## src/rtl/r2r_pkg.sv

```systemverilog
// Shared encodings and default sizes for the R2R ladder waveform generator.
package r2r_pkg;

    localparam int DEFAULT_WIDTH     = 8;
    localparam int DEFAULT_DIV_WIDTH = 16;

    typedef enum logic [1:0] {
        MODE_RAMP   = 2'd0,
        MODE_TRI    = 2'd1,
        MODE_SQUARE = 2'd2,
        MODE_HOLD   = 2'd3
    } mode_e;

    typedef enum logic {
        DIR_UP   = 1'b0,
        DIR_DOWN = 1'b1
    } dir_e;

endpackage

```

## src/rtl/r2r_tick_div.sv

```systemverilog
// Programmable sample-rate divider: counts down from the reload value and
// emits one tick per period; a load restarts the count and drops that cycle's tick.
module r2r_tick_div
    import r2r_pkg::*;
#(
    parameter int DIV_WIDTH = DEFAULT_DIV_WIDTH,
    parameter int DIV_RESET = 0
) (
    input  logic                 clk,
    input  logic                 n_rst,
    input  logic                 load,
    input  logic [DIV_WIDTH-1:0] div_in,
    output logic                 tick
);

    localparam logic [DIV_WIDTH-1:0] RELOAD_RST = DIV_WIDTH'(DIV_RESET);
    localparam logic [DIV_WIDTH-1:0] CNT_ONE    = DIV_WIDTH'(1);

    logic [DIV_WIDTH-1:0] div_reg_q, div_reg_d;
    logic [DIV_WIDTH-1:0] cnt_q, cnt_d;

    // NOTE: every combinational output gets a default first so no path infers a latch.
    always_comb begin
        div_reg_d = div_reg_q;
        cnt_d     = cnt_q - CNT_ONE;
        tick      = 1'b0;
        if (load) begin
            div_reg_d = div_in;
            cnt_d     = div_in;
        end else if (cnt_q == '0) begin
            cnt_d = div_reg_q;
            tick  = 1'b1;
        end
    end

    // NOTE: sequential state uses non-blocking assignments only.
    always_ff @(posedge clk or negedge n_rst) begin
        if (!n_rst) begin
            div_reg_q <= RELOAD_RST;
            cnt_q     <= RELOAD_RST;
        end else begin
            div_reg_q <= div_reg_d;
            cnt_q     <= cnt_d;
        end
    end

endmodule

```

## src/rtl/r2r_wave_gen.sv

```systemverilog
// R2R ladder sample generator: pad synchronisers, divider, and ramp/triangle/
// square/hold waveform engine with an external-data bypass. All outputs registered.
module r2r_wave_gen
    import r2r_pkg::*;
#(
    parameter int WIDTH     = DEFAULT_WIDTH,
    parameter int DIV_WIDTH = DEFAULT_DIV_WIDTH,
    parameter int DIV_RESET = 0
) (
    input  logic                 clk,
    input  logic                 n_rst,
    input  logic                 ext_data,
    input  logic                 load_divider,
    input  logic [1:0]           mode,
    input  logic [WIDTH-1:0]     data,
    input  logic [DIV_WIDTH-1:0] div_in,
    output logic [WIDTH-1:0]     r2r_out,
    output logic                 cnt_zero,
    output logic                 wrap
);

    localparam logic [WIDTH-1:0] PHASE_MAX = '1;
    localparam logic [WIDTH-1:0] PHASE_ONE = WIDTH'(1);

    logic       ext_s1_q, ext_s2_q;
    logic       ld_s1_q, ld_s2_q, ld_prev_q;
    logic [1:0] mode_s1_q, mode_s2_q, mode_prev_q;

    logic [WIDTH-1:0] phase_q, phase_d;
    dir_e             dir_q, dir_d;
    logic [WIDTH-1:0] r2r_out_q, r2r_out_d;
    logic             cnt_zero_q, cnt_zero_d;
    logic             wrap_q, wrap_d;

    logic load_pulse;
    logic mode_change;
    logic tick;

    assign load_pulse  = ld_s2_q & ~ld_prev_q;
    assign mode_change = (mode_s2_q != mode_prev_q);

    r2r_tick_div #(
        .DIV_WIDTH(DIV_WIDTH),
        .DIV_RESET(DIV_RESET)
    ) u_tick_div (
        .clk   (clk),
        .n_rst (n_rst),
        .load  (load_pulse),
        .div_in(div_in),
        .tick  (tick)
    );

    always_comb begin
        phase_d    = phase_q;
        dir_d      = dir_q;
        r2r_out_d  = r2r_out_q;
        wrap_d     = 1'b0;
        cnt_zero_d = tick;

        if (ext_s2_q) begin
            r2r_out_d = data;
        end

        // A mode change restarts the waveform and swallows any coincident tick.
        if (mode_change) begin
            phase_d = '0;
            dir_d   = DIR_UP;
        end else if (tick && !ext_s2_q) begin
            unique case (mode_s2_q)
                MODE_RAMP: begin
                    phase_d   = phase_q + PHASE_ONE;
                    wrap_d    = (phase_q == PHASE_MAX);
                    r2r_out_d = phase_d;
                end
                MODE_SQUARE: begin
                    phase_d   = phase_q + PHASE_ONE;
                    wrap_d    = (phase_q == PHASE_MAX);
                    r2r_out_d = {WIDTH{phase_d[WIDTH-1]}};
                end
                MODE_TRI: begin
                    // Direction flips on arrival at an endpoint so neither end repeats.
                    if (dir_q == DIR_UP) begin
                        phase_d = phase_q + PHASE_ONE;
                        if (phase_d == PHASE_MAX) begin
                            dir_d = DIR_DOWN;
                        end
                    end else begin
                        phase_d = phase_q - PHASE_ONE;
                        if (phase_d == '0) begin
                            dir_d  = DIR_UP;
                            wrap_d = 1'b1;
                        end
                    end
                    r2r_out_d = phase_d;
                end
                default: begin
                    // Hold: phase and output stay frozen while ticks keep running.
                end
            endcase
        end
    end

    always_ff @(posedge clk or negedge n_rst) begin
        if (!n_rst) begin
            ext_s1_q    <= 1'b0;
            ext_s2_q    <= 1'b0;
            ld_s1_q     <= 1'b0;
            ld_s2_q     <= 1'b0;
            ld_prev_q   <= 1'b0;
            mode_s1_q   <= 2'b00;
            mode_s2_q   <= 2'b00;
            mode_prev_q <= 2'b00;
            phase_q     <= '0;
            dir_q       <= DIR_UP;
            r2r_out_q   <= '0;
            cnt_zero_q  <= 1'b0;
            wrap_q      <= 1'b0;
        end else begin
            ext_s1_q    <= ext_data;
            ext_s2_q    <= ext_s1_q;
            ld_s1_q     <= load_divider;
            ld_s2_q     <= ld_s1_q;
            ld_prev_q   <= ld_s2_q;
            mode_s1_q   <= mode;
            mode_s2_q   <= mode_s1_q;
            mode_prev_q <= mode_s2_q;
            phase_q     <= phase_d;
            dir_q       <= dir_d;
            r2r_out_q   <= r2r_out_d;
            cnt_zero_q  <= cnt_zero_d;
            wrap_q      <= wrap_d;
        end
    end

    assign r2r_out  = r2r_out_q;
    assign cnt_zero = cnt_zero_q;
    assign wrap     = wrap_q;

endmodule
```

## config.mk

```make
export PLATFORM = sky130hd
export DESIGN_NAME = r2r_wave_gen
export DESIGN_NICKNAME = d
export VERILOG_FILES = /design/src/rtl/r2r_pkg.sv /design/src/rtl/r2r_tick_div.sv /design/src/rtl/r2r_wave_gen.sv
export SDC_FILE = /design/constraint.sdc
export NUM_CORES = 1
export LEC_CHECK = 0
export BUFFER_PORTS_ARGS = -buffer_cell sky130_fd_sc_hd__buf_2
export CAP_MARGIN = 20
export CORE_UTILIZATION = 53
export CTS_CLUSTER_SIZE = 24
export DETAILED_ROUTE_END_ITERATION = 8
export GPL_TIMING_DRIVEN = 0
export PLACE_DENSITY = 0.76
export SLEW_MARGIN = 15
export SYNTH_ARGS = -nofsm -noshare
export SYNTH_HDL_FRONTEND = slang
export SYNTH_HIERARCHICAL = 1
export SYNTH_SLANG_ARGS = --single-unit
```

## constraint.sdc

```tcl
create_clock -name clk -period 2.5 [get_ports clk]
set_clock_uncertainty 0.2 [all_clocks]
set_input_delay 0.25 -clock clk [delete_from_list [all_inputs] [get_ports clk]]
set_output_delay 0.25 -clock clk [all_outputs]
set_load 0.01 [all_outputs]
```

==> results.txt <==
The clock transition at the register clock pins on the worst setup and hold paths after CTS is 70 ps. The critical path depth in cells is 11. CTS saw 62 sinks. The source-to-sink clock delay at the later pin of the worst-skew pair came out at 340 ps. The slew of the pin with the lowest slew margin is 785 ps. 0 antenna diodes ended up in the layout. The critical path goes through nor4_4, buf_6, nand4_4, nor3_4, nor2b_4, buf_6, buf_6, nand4_1, buf_4, nor4_2, o21a_1. During I/O placement, the number of pins put on the boundary was 40.

The area fraction of the dominant cell type after synthesis came out at 43.6%. The largest total area in the synthesized netlist belongs to sky130_fd_sc_hd__dfrtp_1. The depth of the CTS H-tree came out at 3. The leakage power summed over all cells is 2.15 nW. The placement row count came out at 29. The first detailed-routing pass took 7 iterations.

The gate count after technology mapping is 360. The nature of the critical path endpoint is a flip-flop. The worst slack on hold paths is 8.72 ps. For this run, design rule violations remaining after detail routing come to 2. The proportion of register bits with asynchronous set or reset after synthesis is 100%.

After filler insertion, the fill cell instance count of the layout stands at 462. The average wire per standard cell came out at 16.9 um. The smallest clock period supported by the final layout is computed as 2620 ps.

The depth of the most critical reg-to-reg path is 11. In this run the worst setup path begins at u_tick_div/cnt_q[2]. STA classifies the critical path startpoint as a flip-flop.

The total of buffers placed on input and output ports came out at 39. Power comes to 2.93 mW. The placed cell area came out at 3870 um2. The average cell area after synthesis is 9.88 um2. After layout, the worst path uses 105% of the clock period. The floorplan die height came out at 83.9 um. The width of the die is 83.9 um. The checks that failed: design-rule violations, negative setup slack.

The final net count is 496. For this design the ratio of total power to cell area is 633 nW/um2. The final HPWL from detailed placement is 5580 um.

The post-detailed-route count of antenna-violating nets is 0. The class of the tightest hold or removal check is input port to flip-flop. In the routed layout, each cell is associated on average with a via count of 5.96. The count of warnings emitted by yosys is 6. The combined global-route utilization of all metal layers came out at 26.8%. The multi-input combinational cells in the finished layout cover a total of 1890 um2. The max-slew headroom at the worst pin is 47.7%.

The largest incremental delay on the critical path came out at 450 ps. The slowest stage cell on the critical path is sky130_fd_sc_hd__dfrtp_2. The number of failing setup endpoints in the final timing report came out at 16. The peak fanout along the critical path is 7. By area the synthesized netlist is led by sky130_fd_sc_hd__dfrtp_1 44%, sky130_fd_sc_hd__mux2i_1 5.3%, sky130_fd_sc_hd__o21ai_0 3.5%. For this run the aggregate overflow at the end of global routing stands at 0.

The kind of critical path is flip-flop to flip-flop. Grouping stages by cell kind, the critical path spends the most delay in simple AND/OR/NAND/NOR gates. The combined flip-flop and latch cell area came out at 1560 um2. After synthesis, flip-flops and latches occupy 43.6% of the total area.

The pin count of the biggest net entering global routing came out at 63. The final non-filler cell area came out at 4620 um2. The worst vdd rail ir drop came out at 0.000353 V. The mapped cell area is 3560 um2. Clock tree synthesis inserted a total of 9 buffers. The via count of the first global-routing pass came to 3133.

The total detailed-routing wirelength is 9130 um. The fmax is 0.382 GHz. For this run, the leading register cell type out of synthesis is sky130_fd_sc_hd__dfrtp_1. The longest clock path from root to sink contains 2 buffers. Counting both buffers and inverters, the worst setup path holds a total of 4. The final weighted congestion in routability-driven placement came out at 0.899.

After floorplanning, the core was sized to cover 6420 um2. The critical hold path startpoint is data[2]. The total count of hold-check failures in the final report is 0. The run finished, with violations left.

The worst endpoint data arrival time is 2700 ps. The max capacitance violation total is 0. Setup slack on the critical path of the routed design comes to -116 ps. The effective utilization at floorplan is 55.4%. The layout-stage area growth over the synthesis result is 29.9%.

The die footprint came out at 7050 um2. Detailed routing inserted a total of 3218 vias. The net count of the mapped netlist came out at 396.

Cells with a size suffix above 1 make up 32.0% of the layout. The cell sitting at the root of the clock tree is a sky130_fd_sc_hd__clkbuf_8. The final max-slew violation count is 0. The first global-routing pass estimated 14700 um of wire. The initial antenna violation count was 0. The detailed router finished its first iteration with 177 violations.

Setup repair after global routing could not meet its margin everywhere. The worst endpoint required time is 2580 ps. The number of enable-type register cells in the synthesized netlist came out at 0. The worst hold path passes through 3 cells. The worst register-to-register path begins at u_tick_div/cnt_q[2]. Counting flops and latches in the post-synthesis netlist gives 62.

TritonCTS built the clock tree. Among the stages of the critical path, the cell type that occurs most often is sky130_fd_sc_hd__buf_6. The distinct cell type count after synthesis is 70.
## worst paths after layout
kind	slack [ps]	end
max	-120	dir_q
max in group asynchronous	1210	u_tick_div/cnt_q[1]
min reg2reg	150	mode_s2_q[1]
max reg2reg	-120	dir_q
min in group asynchronous	330	u_tick_div/div_reg_q[7]
min	9	r2r_out[2]
## where the power goes
part	internal, mW	leakage [nW]	switching (mW)
logic	0.391	1.30	0.389
clock network	0.505	0.0956	0.365
registers	1.13	0.760	0.145
## final cells by class
type | instances | share of cell area, %
Tap cell | 77 | 2.08
Sequential cell | 62 | 33.6
Timing Repair Buffer | 90 | 14.2
Inverter | 29 | 2.35
Multi-Input combinational cell | 252 | 40.8
Clock buffer | 13 | 3.44
Buffer | 16 | 2.87
Clock inverter | 1 | 0.650
## logic make-up (layout without fill, tap and decap cells)
| kind of cell | count (synthesis) | count (layout) | synth area share, % |
|---|---|---|---|
| multiplexers | 23 | 23 | 6.61 |
| AO/OA/AOI/OAI | 95 | 95 | 17.9 |
| buffers and inverters | 46 | 149 | 6.47 |
| AND/OR/NAND/NOR | 114 | 114 | 19.7 |
| XOR/XNOR | 14 | 14 | 3.66 |
| adder cells (fa/ha/maj) | 6 | 6 | 2.11 |
| flip-flops | 62 | 62 | 43.6 |
## per-stage QoR
step,std cells,setup slack [ps],TNS [ps],util [%]
6_report,540,-116,-943,72.0
5_1_grt,540,-217,-2870,72.0
4_1_cts,529,-189,-2270,70.5
3_5_place_dp,476,-479,-6280,60.2
3_3_place_gp,476,-420,-5450,60.2
2_1_floorplan,360,-108,-688,-
## Yosys cell counts, drive strengths merged, types with 2 or more instances
library cell,instances
dfrtp,62
o21ai,35
nand2,30
inv,29
mux2i,19
nor2,18
a21oi,15
buf,14
nor3,14
o31ai,8
xor2,8
nand4,7
nor4,7
a21o,6
ha,6
xnor2,6
a31oi,5
nor2b,5
a211oi,4
and3,4
mux2,4
nand3,4
or3,4
and4,3
clkbuf,3
o221ai,3
o31a,3
or2,3
or4,3
a22oi,2
a41oi,2
and2,2
nand2b,2
o21a,2
or4b,2
## layer usage
metal	share of wire (%)	vias to the layer above	track usage, %
li1	-	1506	-
met1	38	1546	30.2
met2	52	130	47.8
met3	5.8	36	6.03
met4	3.5	0	12.9
met5	0	-	0
## registers in the layout, indices dropped and copies added, names as in the netlist
signal	cells
dir_q	1
ld_prev_q	1
mode_s2_q	2
mode_s1_q	2
r2r_out	8
ld_s1_q	1
u_tick_div/div_reg_q	16
phase_q	8
ext_s1_q	1
ext_s2_q	1
ld_s2_q	1
cnt_zero	1
mode_prev_q	2
u_tick_div/cnt_q	16
wrap	1
## cell usage in the layout (no fill, tap or decap), types with 6 or more instances in the layout
cell type                       synthesis  final
sky130_fd_sc_hd__dfrtp_1               62     59
sky130_fd_sc_hd__buf_2                  7     42
sky130_fd_sc_hd__nand2_1               30     29
sky130_fd_sc_hd__inv_1                 29     27
sky130_fd_sc_hd__buf_4                  1     26
sky130_fd_sc_hd__dlygate4sd3_1          0     21
sky130_fd_sc_hd__o21ai_0               25     20
sky130_fd_sc_hd__mux2i_1               19     19
sky130_fd_sc_hd__nor2_1                17     16
sky130_fd_sc_hd__a21oi_1               15     15
sky130_fd_sc_hd__buf_6                  6     13
sky130_fd_sc_hd__o21ai_1               10     13
sky130_fd_sc_hd__nor3_1                13     11
sky130_fd_sc_hd__clkbuf_8               0     11
sky130_fd_sc_hd__xor2_1                 8      8
sky130_fd_sc_hd__o31ai_1                7      7
sky130_fd_sc_hd__a21o_1                 6      6
## tightest hold or removal path, delay by kind of cell
family                 cells  cell delay [ps]
buffers and inverters      1               80
multiplexers               1               50
AO/OA/AOI/OAI              1              130
## what timing repair did
item	CTS	global route
hold buffers	21	0
hold endpoints to repair	97	0
buffers inserted	17	13
gates cloned	1	0
setup endpoints to repair	17	17
gates resized for setup	36	7
pin swaps	16	6
Note: power is estimated with default switching activity, not from simulation.
